$ cat src/rtl/varredura_linha_matriz_pkg.sv
// Shared types and defaults for the LED-matrix row scanner.
package varredura_linha_matriz_pkg;

  localparam int N_ROWS_DEF = 7;
  localparam int N_COLS_DEF = 5;
  localparam int CDL_W      = 4;
  localparam int CDC_W      = 3;

  typedef enum logic {
    IDLE = 1'b0,
    SCAN = 1'b1
  } state_t;

  typedef struct packed {
    logic [CDL_W-1:0] row;
    logic [CDC_W-1:0] col;
  } coord_t;

endpackage

$ cat src/rtl/varredura_linha_matriz_if.sv
// Coordinate handshake between a point source and the row scanner.
interface varredura_linha_matriz_if;
  import varredura_linha_matriz_pkg::*;

  logic [CDL_W-1:0] cdl;
  logic [CDC_W-1:0] cdc;
  logic             coord_valid;
  logic             coord_ready;

  modport master (output cdl, cdc, coord_valid, input coord_ready);
  modport slave  (input cdl, cdc, coord_valid, output coord_ready);
endinterface

$ cat src/rtl/divisor_varredura.sv
// Row-slot prescaler: tick is high on the last of every DIV cycles.
module divisor_varredura #(
  parameter int DIV = 4
) (
  input  logic clk,
  input  logic rst_n,
  input  logic clr,
  output logic tick
);
  localparam int CW = (DIV > 1) ? $clog2(DIV) : 1;

  logic [CW-1:0] cnt;

  assign tick = (cnt == CW'(DIV - 1));

  always_ff @(posedge clk) begin
    if (!rst_n || clr || tick) cnt <= '0;
    else                       cnt <= cnt + CW'(1);
  end
endmodule

$ cat src/rtl/varredura_linha_matriz.sv
// LED-matrix row scanner: accepts one point via valid/ready and swaps it
// onto the display only at frame boundaries so the image never tears.
module varredura_linha_matriz
  import varredura_linha_matriz_pkg::*;
#(
  parameter int N_ROWS = N_ROWS_DEF,
  parameter int N_COLS = N_COLS_DEF,
  parameter int DIV    = 4
) (
  input  logic                     clk,
  input  logic                     rst_n,
  varredura_linha_matriz_if.slave  coord,
  input  logic                     enable,
  output logic [N_ROWS-1:0]        linhas,
  output logic [N_COLS-1:0]        colunas,
  output logic                     frame_start,
  output logic                     coord_err
);
  localparam int RW = (N_ROWS > 1) ? $clog2(N_ROWS) : 1;
  localparam logic [RW-1:0] ROW_LAST = RW'(N_ROWS - 1);

  state_t        state, state_d;
  logic [RW-1:0] row_idx, row_d;
  coord_t        act, act_d, pend, pend_d, in_pt;
  logic          act_v, act_v_d;
  logic          rdy, rdy_d;
  logic          tick, fb, xfer, legal;
  logic          fs_d, err_d;
  logic [N_ROWS-1:0] linhas_d;
  logic [N_COLS-1:0] colunas_d;

  divisor_varredura #(.DIV(DIV)) u_div (
    .clk   (clk),
    .rst_n (rst_n),
    .clr   (state == IDLE),
    .tick  (tick)
  );

  assign in_pt = '{row: coord.cdl, col: coord.cdc};
  assign fb    = (state == SCAN) && tick && (row_idx == ROW_LAST);
  assign xfer  = coord.coord_valid && rdy;
  assign legal = !coord.cdl[CDL_W-1] && (coord.cdl < CDL_W'(N_ROWS))
                 && (coord.cdc < CDC_W'(N_COLS));

  // NOTE: every signal gets a default before any branch so no latch is inferred.
  always_comb begin
    state_d  = state;
    row_d    = row_idx;
    act_d    = act;
    act_v_d  = act_v;
    pend_d   = pend;
    rdy_d    = rdy;
    fs_d     = 1'b0;
    err_d    = 1'b0;

    case (state)
      IDLE: begin
        row_d = '0;
        if (enable) begin
          state_d = SCAN;
          fs_d    = 1'b1;
        end
      end
      SCAN: begin
        if (tick) begin
          if (row_idx == ROW_LAST) begin
            row_d = '0;
            if (enable) fs_d    = 1'b1;
            else        state_d = IDLE;
          end else begin
            row_d = row_idx + RW'(1);
          end
        end
      end
    endcase

    // Commit and transfer are exclusive: a commit needs pending full, a transfer needs it empty.
    if (fb && !rdy) begin
      act_d   = pend;
      act_v_d = 1'b1;
      rdy_d   = 1'b1;
    end

    if (xfer) begin
      if (!legal) begin
        err_d = 1'b1;
      end else if (state == IDLE) begin
        act_d   = in_pt;
        act_v_d = 1'b1;
      end else begin
        pend_d = in_pt;
        rdy_d  = 1'b0;
      end
    end

    // Outputs are decoded from next-state values so they line up with the new state.
    linhas_d  = '1;
    colunas_d = '0;
    if (state_d == SCAN) begin
      linhas_d = ~(N_ROWS'(1) << row_d);
      if (act_v_d && (act_d.row == CDL_W'(row_d)))
        colunas_d = N_COLS'(1) << act_d.col;
    end
  end

  // NOTE: sequential state uses non-blocking assignments so all flops update together.
  always_ff @(posedge clk) begin
    if (!rst_n) begin
      state       <= IDLE;
      row_idx     <= '0;
      act_v       <= 1'b0;
      rdy         <= 1'b1;
      linhas      <= '1;
      colunas     <= '0;
      frame_start <= 1'b0;
      coord_err   <= 1'b0;
    end else begin
      state       <= state_d;
      row_idx     <= row_d;
      act_v       <= act_v_d;
      rdy         <= rdy_d;
      linhas      <= linhas_d;
      colunas     <= colunas_d;
      frame_start <= fs_d;
      coord_err   <= err_d;
    end
  end

  // NOTE: point payloads need no reset; they are only observed through act_v / rdy.
  always_ff @(posedge clk) begin
    act  <= act_d;
    pend <= pend_d;
  end

  assign coord.coord_ready = rdy;
endmodule
$ cat src/flat_wrapper.sv
// flat-port wrapper written by rule: the top's interface ports become plain ports
module varredura_linha_matriz_flat import varredura_linha_matriz_pkg::*;
#(
  parameter int N_ROWS = N_ROWS_DEF,
  parameter int N_COLS = N_COLS_DEF,
  parameter int DIV    = 4
)
  (clk, rst_n, enable, linhas, colunas, frame_start, coord_err, coord_cdl, coord_cdc, coord_coord_valid, coord_coord_ready);
  varredura_linha_matriz_if coord_i ();
  input  logic clk;
  input  logic rst_n;
  input  logic enable;
  output logic [N_ROWS-1:0] linhas;
  output logic [N_COLS-1:0] colunas;
  output logic frame_start;
  output logic coord_err;
  input wire logic [$bits(coord_i.cdl)-1:0] coord_cdl;
  input wire logic [$bits(coord_i.cdc)-1:0] coord_cdc;
  input wire logic [$bits(coord_i.coord_valid)-1:0] coord_coord_valid;
  output wire logic [$bits(coord_i.coord_ready)-1:0] coord_coord_ready;
  assign coord_i.cdl = coord_cdl;
  assign coord_i.cdc = coord_cdc;
  assign coord_i.coord_valid = coord_coord_valid;
  assign coord_coord_ready = coord_i.coord_ready;
  varredura_linha_matriz #(.N_ROWS(N_ROWS), .N_COLS(N_COLS), .DIV(DIV)) u_core (.clk(clk), .rst_n(rst_n), .coord(coord_i), .enable(enable), .linhas(linhas), .colunas(colunas), .frame_start(frame_start), .coord_err(coord_err));
endmodule
$ cat config.mk
export PLATFORM = sky130hd
export DESIGN_NAME = varredura_linha_matriz_flat
export DESIGN_NICKNAME = d
export VERILOG_FILES = /design/src/rtl/varredura_linha_matriz_pkg.sv /design/src/rtl/varredura_linha_matriz_if.sv /design/src/rtl/divisor_varredura.sv /design/src/rtl/varredura_linha_matriz.sv /design/src/flat_wrapper.sv
export SDC_FILE = /design/constraint.sdc
export NUM_CORES = 1
export LEC_CHECK = 0
export CORE_ASPECT_RATIO = 1.75
export CORE_MARGIN = 2
export CORE_UTILIZATION = 60
export DETAILED_ROUTE_END_ITERATION = 8
export DONT_BUFFER_PORTS = 1
export GPL_TIMING_DRIVEN = 0
export PLACE_DENSITY = 0.81
export SLEW_MARGIN = 20
export SYNTH_ARGS = -nofsm -noshare
export SYNTH_HDL_FRONTEND = slang
export SYNTH_HIERARCHICAL = 1
export SYNTH_SLANG_ARGS = --single-unit
$ cat constraint.sdc
create_clock -name clk -period 5.9 [get_ports clk]
set_clock_uncertainty 0.05 [all_clocks]
set_input_delay 0.59 -clock clk [delete_from_list [all_inputs] [get_ports clk]]
set_output_delay 0.59 -clock clk [all_outputs]
set_load 0.005 [all_outputs]
Yosys cells after proc, flatten, opt, wreduce, memory -nomap -nowiden
Cells that the tools add are included.

Bits in registers: 36. RAM bits: 0. Memories: 0. Bits in latches: 0. Output and inout bits: 15. Bits of input ports: 11. ROM bits: 0.

Magnitude comparators: 2. Bitwise operators: 2. Multipliers: 0. Divide/modulo/power cells: 0. Reductions and logical operators: 16. Equality and inequality tests: 3. Shifts and indexed selects: 2. Muxes and demuxes: 23. Add/sub/neg operators: 2.

Operators by type and width (number): 7-bit two-way mux (4); 1-bit two-way mux (14); 1-bit logical AND (7); 7-bit NOT (1); 1-bit by 3-bit left shift with 7-bit output, first input constant (1); 3-bit two-way mux (2); 3-bit case mux with 2 select lines (1); 3-bit AND reduction (2); 1-bit by 3-bit left shift with 5-bit output, first input constant (1); 4-bit by 3-bit == test with 1-bit output (1); 4-bit by 3-bit less-than comparator with 1-bit output, second input constant (1); 1-bit case mux with 2 select lines (2); 2-bit AND reduction (2); 3-bit by 1-bit adder with 3-bit output, second input constant (1); 3-bit == test, second input constant (1); 1-bit zero test (3); 3-bit less-than comparator, second input constant (1); 2-bit by 1-bit adder with 2-bit output, second input constant (1); 2-bit == test, second input constant (1); 1-bit logical OR (2); 1-bit NOT (1).

Longest topological paths before layout
Depth in word-level cells: 11. Mapped depth: 8. Gate-level depth less buffers: 7.

Cells and area by module
The synthesis kept the hierarchy.

By module, submodules not included: varredura_linha_matriz (area each 1457.6 um^2, instances 1, cells an instance 138, sequential area each 750.7 um^2); divisor_varredura (area each 80.1 um^2, instances 1, cells an instance 5, sequential area each 40.0 um^2).

Worst setup path after synthesis
No wires, ideal clock.

Kind: input port to flip-flop. Start point: input coord_cdc[1]. End point: register u_core/pend[0] (netlist bit), enable pin. Stages: 2. Data arrival time: 1.638 ns. Data required time: 5.460 ns. Path buffers: 0. Setup slack: 3.822 ns. Path through: o21a_1 > nor4_1.

Longest elaborated chain between the ends: 3.

RTL lines: start: declaration (line flat_wrapper.sv:18) `input wire logic [$bits(coord_i.cdc)-1:0] coord_cdc;`; 3-bit less-than comparator (line varredura_linha_matriz.sv:43) `&& (coord.cdc < CDC_W'(N_COLS));`; 1-bit logical AND (line varredura_linha_matriz.sv:43); 3-bit AND reduction (no source line); end signal: assignment (line varredura_linha_matriz.sv:132) `pend <= pend_d;`; end: declaration (line varredura_linha_matriz.sv:24) `coord_t act, act_d, pend, pend_d, in_pt;`.

No other way between the ends. A chain may end at the register's enable or synchronous reset.

Final worst setup path
Start point: register u_core.u_div.cnt[0]. End point: register u_core.colunas[1].

Longest elaborated chain between the ends: 11.

RTL lines: start: declaration (line divisor_varredura.sv:12) `logic [CW-1:0] cnt;`; start signal: assignment (line divisor_varredura.sv:18) `else cnt <= cnt + CW'(1);`; 2-bit == test (*) (line divisor_varredura.sv:14) `assign tick = (cnt == CW'(DIV - 1));`; named net u_core.tick (line varredura_linha_matriz.sv:27) `logic tick, fb, xfer, legal;`; 1-bit logical AND (2 in a row) (line varredura_linha_matriz.sv:40) `assign fb = (state == SCAN) && tick && (row_idx == ROW_LAST);`; 1-bit logical AND (line varredura_linha_matriz.sv:78) `if (fb && !rdy) begin`; 7-bit two-way mux (line varredura_linha_matriz.sv:78); 7-bit two-way mux (line varredura_linha_matriz.sv:87) `end else if (state == IDLE) begin`; 7-bit two-way mux (line varredura_linha_matriz.sv:85) `if (!legal) begin`; 7-bit two-way mux (line varredura_linha_matriz.sv:84) `if (xfer) begin`; 4-bit by 3-bit == test with 1-bit output (line varredura_linha_matriz.sv:101) `if (act_v_d && (act_d.row == CDL_W'(row_d)))`; 1-bit logical AND (line varredura_linha_matriz.sv:101); 3-bit AND reduction (no source line); end signal: assignment (line varredura_linha_matriz.sv:123) `colunas <= colunas_d;`; end: declaration (line varredura_linha_matriz.sv:15) `output logic [N_COLS-1:0] colunas,`.

The timed path passes the listed nets; every way through them passes the cells marked *.

==> results by group <==
Worst setup path
  • R2R Setup Slk: around 3.5 ns
  • Critical path class: flip-flop to flip-flop
  • CP Capture Type: flip-flop
  • Req. time, crit path: ~6 ns
  • CP cell instances: ha_1 > nand4b_2 > nor2_4 > mux2i_1 > a211o_1 > o211ai_2 > nor4_2
  • CP max stage cell: mux2i_1
  • Arrival @ worst endpoint: approximately 2.6 ns
  • Startpoint types: flip-flop
  • Delay of the slowest cell on the worst path: between 0.4 and 0.5 ns
  • Crit path max fanout: 10

Synthesis
  • Yosys reg bits: 36
  • Distinct cells, synth: 48
  • Most common cell in the synthesized netlist: dfxtp_1
  • EDFF count, synth: 7
  • Yosys top cell by area: dfxtp_1
  • Post-synthesis sequential area ratio: 0.5142
  • Top cells by area, synth: dfxtp_1, edfxtp_1, mux2i_1
  • Synth Flop Type: dfxtp_1
  • Syn Std Cell Area: around 1500 um^2
  • Gate Count Post-Synth: between 100 and 150
  • Synth top area share: 0.3775
  • Warnings, synthesis: 6
  • FFs w/ async S/R, synth: 0
  • Syn Nets: about 160
  • Syn_area_per_cell: roughly 11 um^2
  • Synth top cells by count: dfxtp_1, nand2_1, a21oi_1, nand3_1, nor2_1

Cells and area
  • Share of layout cells above drive strength 1: 0.1788
  • # diodes: 0
  • # nets final: ~160
  • Final core utilization: 0.6829
  • P&R area growth vs syn: 9.357%
  • FILL cells: around 190

Timing
  • Final Critical Period: approximately 2.4 ns
  • Setup TNS: 0 ns
  • Slew margin rel.: 0.3908
  • RSZ-0062 raised after global routing: false
  • Final period utilization: 0.4082
  • Slew Viols, Final: 0
  • Final setup vio count: 0
  • Max Clk Rate: ~420 MHz
  • Fin. Hold Viols: 0
  • Worst slew pin tran: a little over 0.9 ns

Clocking
  • CTS Buf Count: 5
  • Clk sinks: 36
  • TritonCTS clock tree: built
  • Clock root cell: clkbuf_8
  • Clk_lat worst skew: slightly below 0.3 ns
  • H-tree depth: 2
  • Cts hold-fix bufs: 0
  • Clk pin slew, worst setup/hold paths: 0.07 ns
  • Post-CTS Setup Bufs: 0
  • Max Root-Sink Buffers: 2
  • Post-CTS Resized: 0

Job
  • Max cap viols: 0

Power
  • Seq pwr share: 0.517
  • VDD IR max: about 0.0002 V
  • Clock share of power: 0.367
  • Switching power: 128.1 uW
  • Logic pwr share: 0.116
  • PwrDens: approximately 310 nW/um^2
  • Leak: around 0.64 nW
  • Total power: ~530 uW
  • P_int: ~400 uW
  • Switching Share: 0.2428

Floorplanning
  • Die H: roughly 71 um
  • Die Footprint: ~3000 um^2
  • Die width: around 42 um
  • I/O Pins: 26
  • Initial Util: 0.6245
  • Num rows: 24
  • Core Footprint: around 2500 um^2

Routing
  • Via count: about 1,100
  • Routed Wire Length: approximately 3000 um
  • DRC violations left: 0
  • Via-to-Cell Ratio: 6.333
  • 1st-iter DRT viols: 22
  • Routed Antenna Nets: 0
  • Wire length per cell: ~17 um
  • Initial DRT Pass Iterations: 4

GRT
  • Pin count of the biggest net entering global routing: 13
  • First-pass GRT wire length: roughly 5000 um
  • Congestion Overflow GR: 0
  • Gr usage total: 0.2226
  • Vias in the first global route: approximately 1,100
  • Initial antenna violation count: 0

Hold path
  • Hold Crit Class: input port to flip-flop

Place
  • Placer congestion estimate: 0.8415
  • # port buffers: 0
  • Final HPWL DP: between 2000 and 2500 um

Outcome
  • Status: finished clean
## stage by stage
| step | hold WS, ns | instances | cell area [um^2] | worst slack [ns] |
|---|---|---|---|---|
| after floorplan | 0.3712 | 143 | 1538 | 3.822 |
| after global placement | 0.3760 | 169 | 1570 | 3.460 |
| after detailed placement | 0.4051 | 169 | 1577 | 3.509 |
| after CTS | 0.3393 | 177 | 1682 | 3.485 |
| after global routing | 0.3277 | 177 | 1682 | 3.363 |
| final | 0.3457 | 177 | 1682 | 3.492 |
## sequential cells by signal, indices dropped and copies added, names as in the netlist
register and flops:
u_core/linhas 7, u_core/pend 7, u_core/state 1, u_core/coord.coord_ready 1
u_core/act 7, u_core/row_idx 3, u_core/frame_start 1, u_core/coord_err 1
u_core/act_v 1, u_core/u_div/cnt 2, u_core/colunas 5
## path summary, 6_finish.rpt
kind / from / endpoint / cells past startpoint
setup / recovery: u_core/u_div/cnt[0]$_SDFF_PP0_ / u_core/colunas[1]$_SDFF_PP0_ / 7
hold / removal: coord_cdc[1] / u_core/pend[1]$_DFFE_PP_ / 0
setup reg to reg: u_core/u_div/cnt[0]$_SDFF_PP0_ / u_core/colunas[1]$_SDFF_PP0_ / 7
hold reg to reg: u_core/u_div/cnt[0]$_SDFF_PP0_ / u_core/u_div/cnt[0]$_SDFF_PP0_ / 1
## logic make-up (layout without fill, tap and decap cells)
family / after synthesis / in the layout / synth area share
fa+ha+maj: 1 / 1 / 0.008135
simple gates: 61 / 61 / 0.2579
buf+inv: 8 / 16 / 0.02766
mux: 8 / 8 / 0.06103
compound gates: 28 / 28 / 0.1253
flops: 36 / 36 / 0.5142
xor+xnor: 1 / 1 / 0.005697
## cell type report
class	count	area, um^2	area share
tap	26	32.53	0.01935
sequential	36	790.8	0.4702
inverter	5	18.77	0.01116
clock inverter	2	11.26	0.006696
multi-input combinational	99	710.7	0.4226
clock buffer	6	93.84	0.05580
buffer	3	23.77	0.01414
## cells in the final DEF, fill, tap and decap left out, drive strengths merged, types with 2 or more instances in the layout
cell,Yosys,layout
nor3,3,3
dfxtp,29,29
nand3b,4,4
nand2b,3,3
nor4,6,6
edfxtp,7,7
nand4b,3,3
a21oi,8,8
o21ai,6,6
a31o,2,2
nand3,9,9
inv,5,6
nor2,9,9
mux2i,7,7
nand2,13,13
buf,3,3
nor2b,2,2
o21a,2,2
clkbuf,0,6
and2,3,3
a31oi,2,2
a211o,2,2
## per-layer routing
| layer | track usage | up-vias | part of all wire |
|---|---|---|---|
| met1 | 0.2355 | 545 | 0.38 |
| met4 | 0.1250 | 0 | 0.031 |
| met3 | 0.06378 | 9 | 0.040 |
| li1 | - | 538 | - |
| met5 | 0 | - | 0 |
| met2 | 0.3846 | 29 | 0.55 |
## worst max-delay path, delay by kind of cell, from the launching register on
| family | cells | cell delay [ns] |
|---|---|---|
| simple gates | 3 | 0.73 |
| mux | 1 | 0.43 |
| fa+ha+maj | 1 | 0.38 |
| compound gates | 2 | 0.38 |
| flops | 1 | 0.36 |
## power groups by stage
stage,Sequential (mW),Combinational (mW),Clock (mW)
floorplan,0.275,0.0501,0
global placement,0.277,0.0579,0
detailed placement,0.278,0.0602,0
CTS,0.273,0.0607,0.199
global route,0.274,0.0665,0.211
finish,0.273,0.0611,0.194
(Power assumes the default switching activity.)
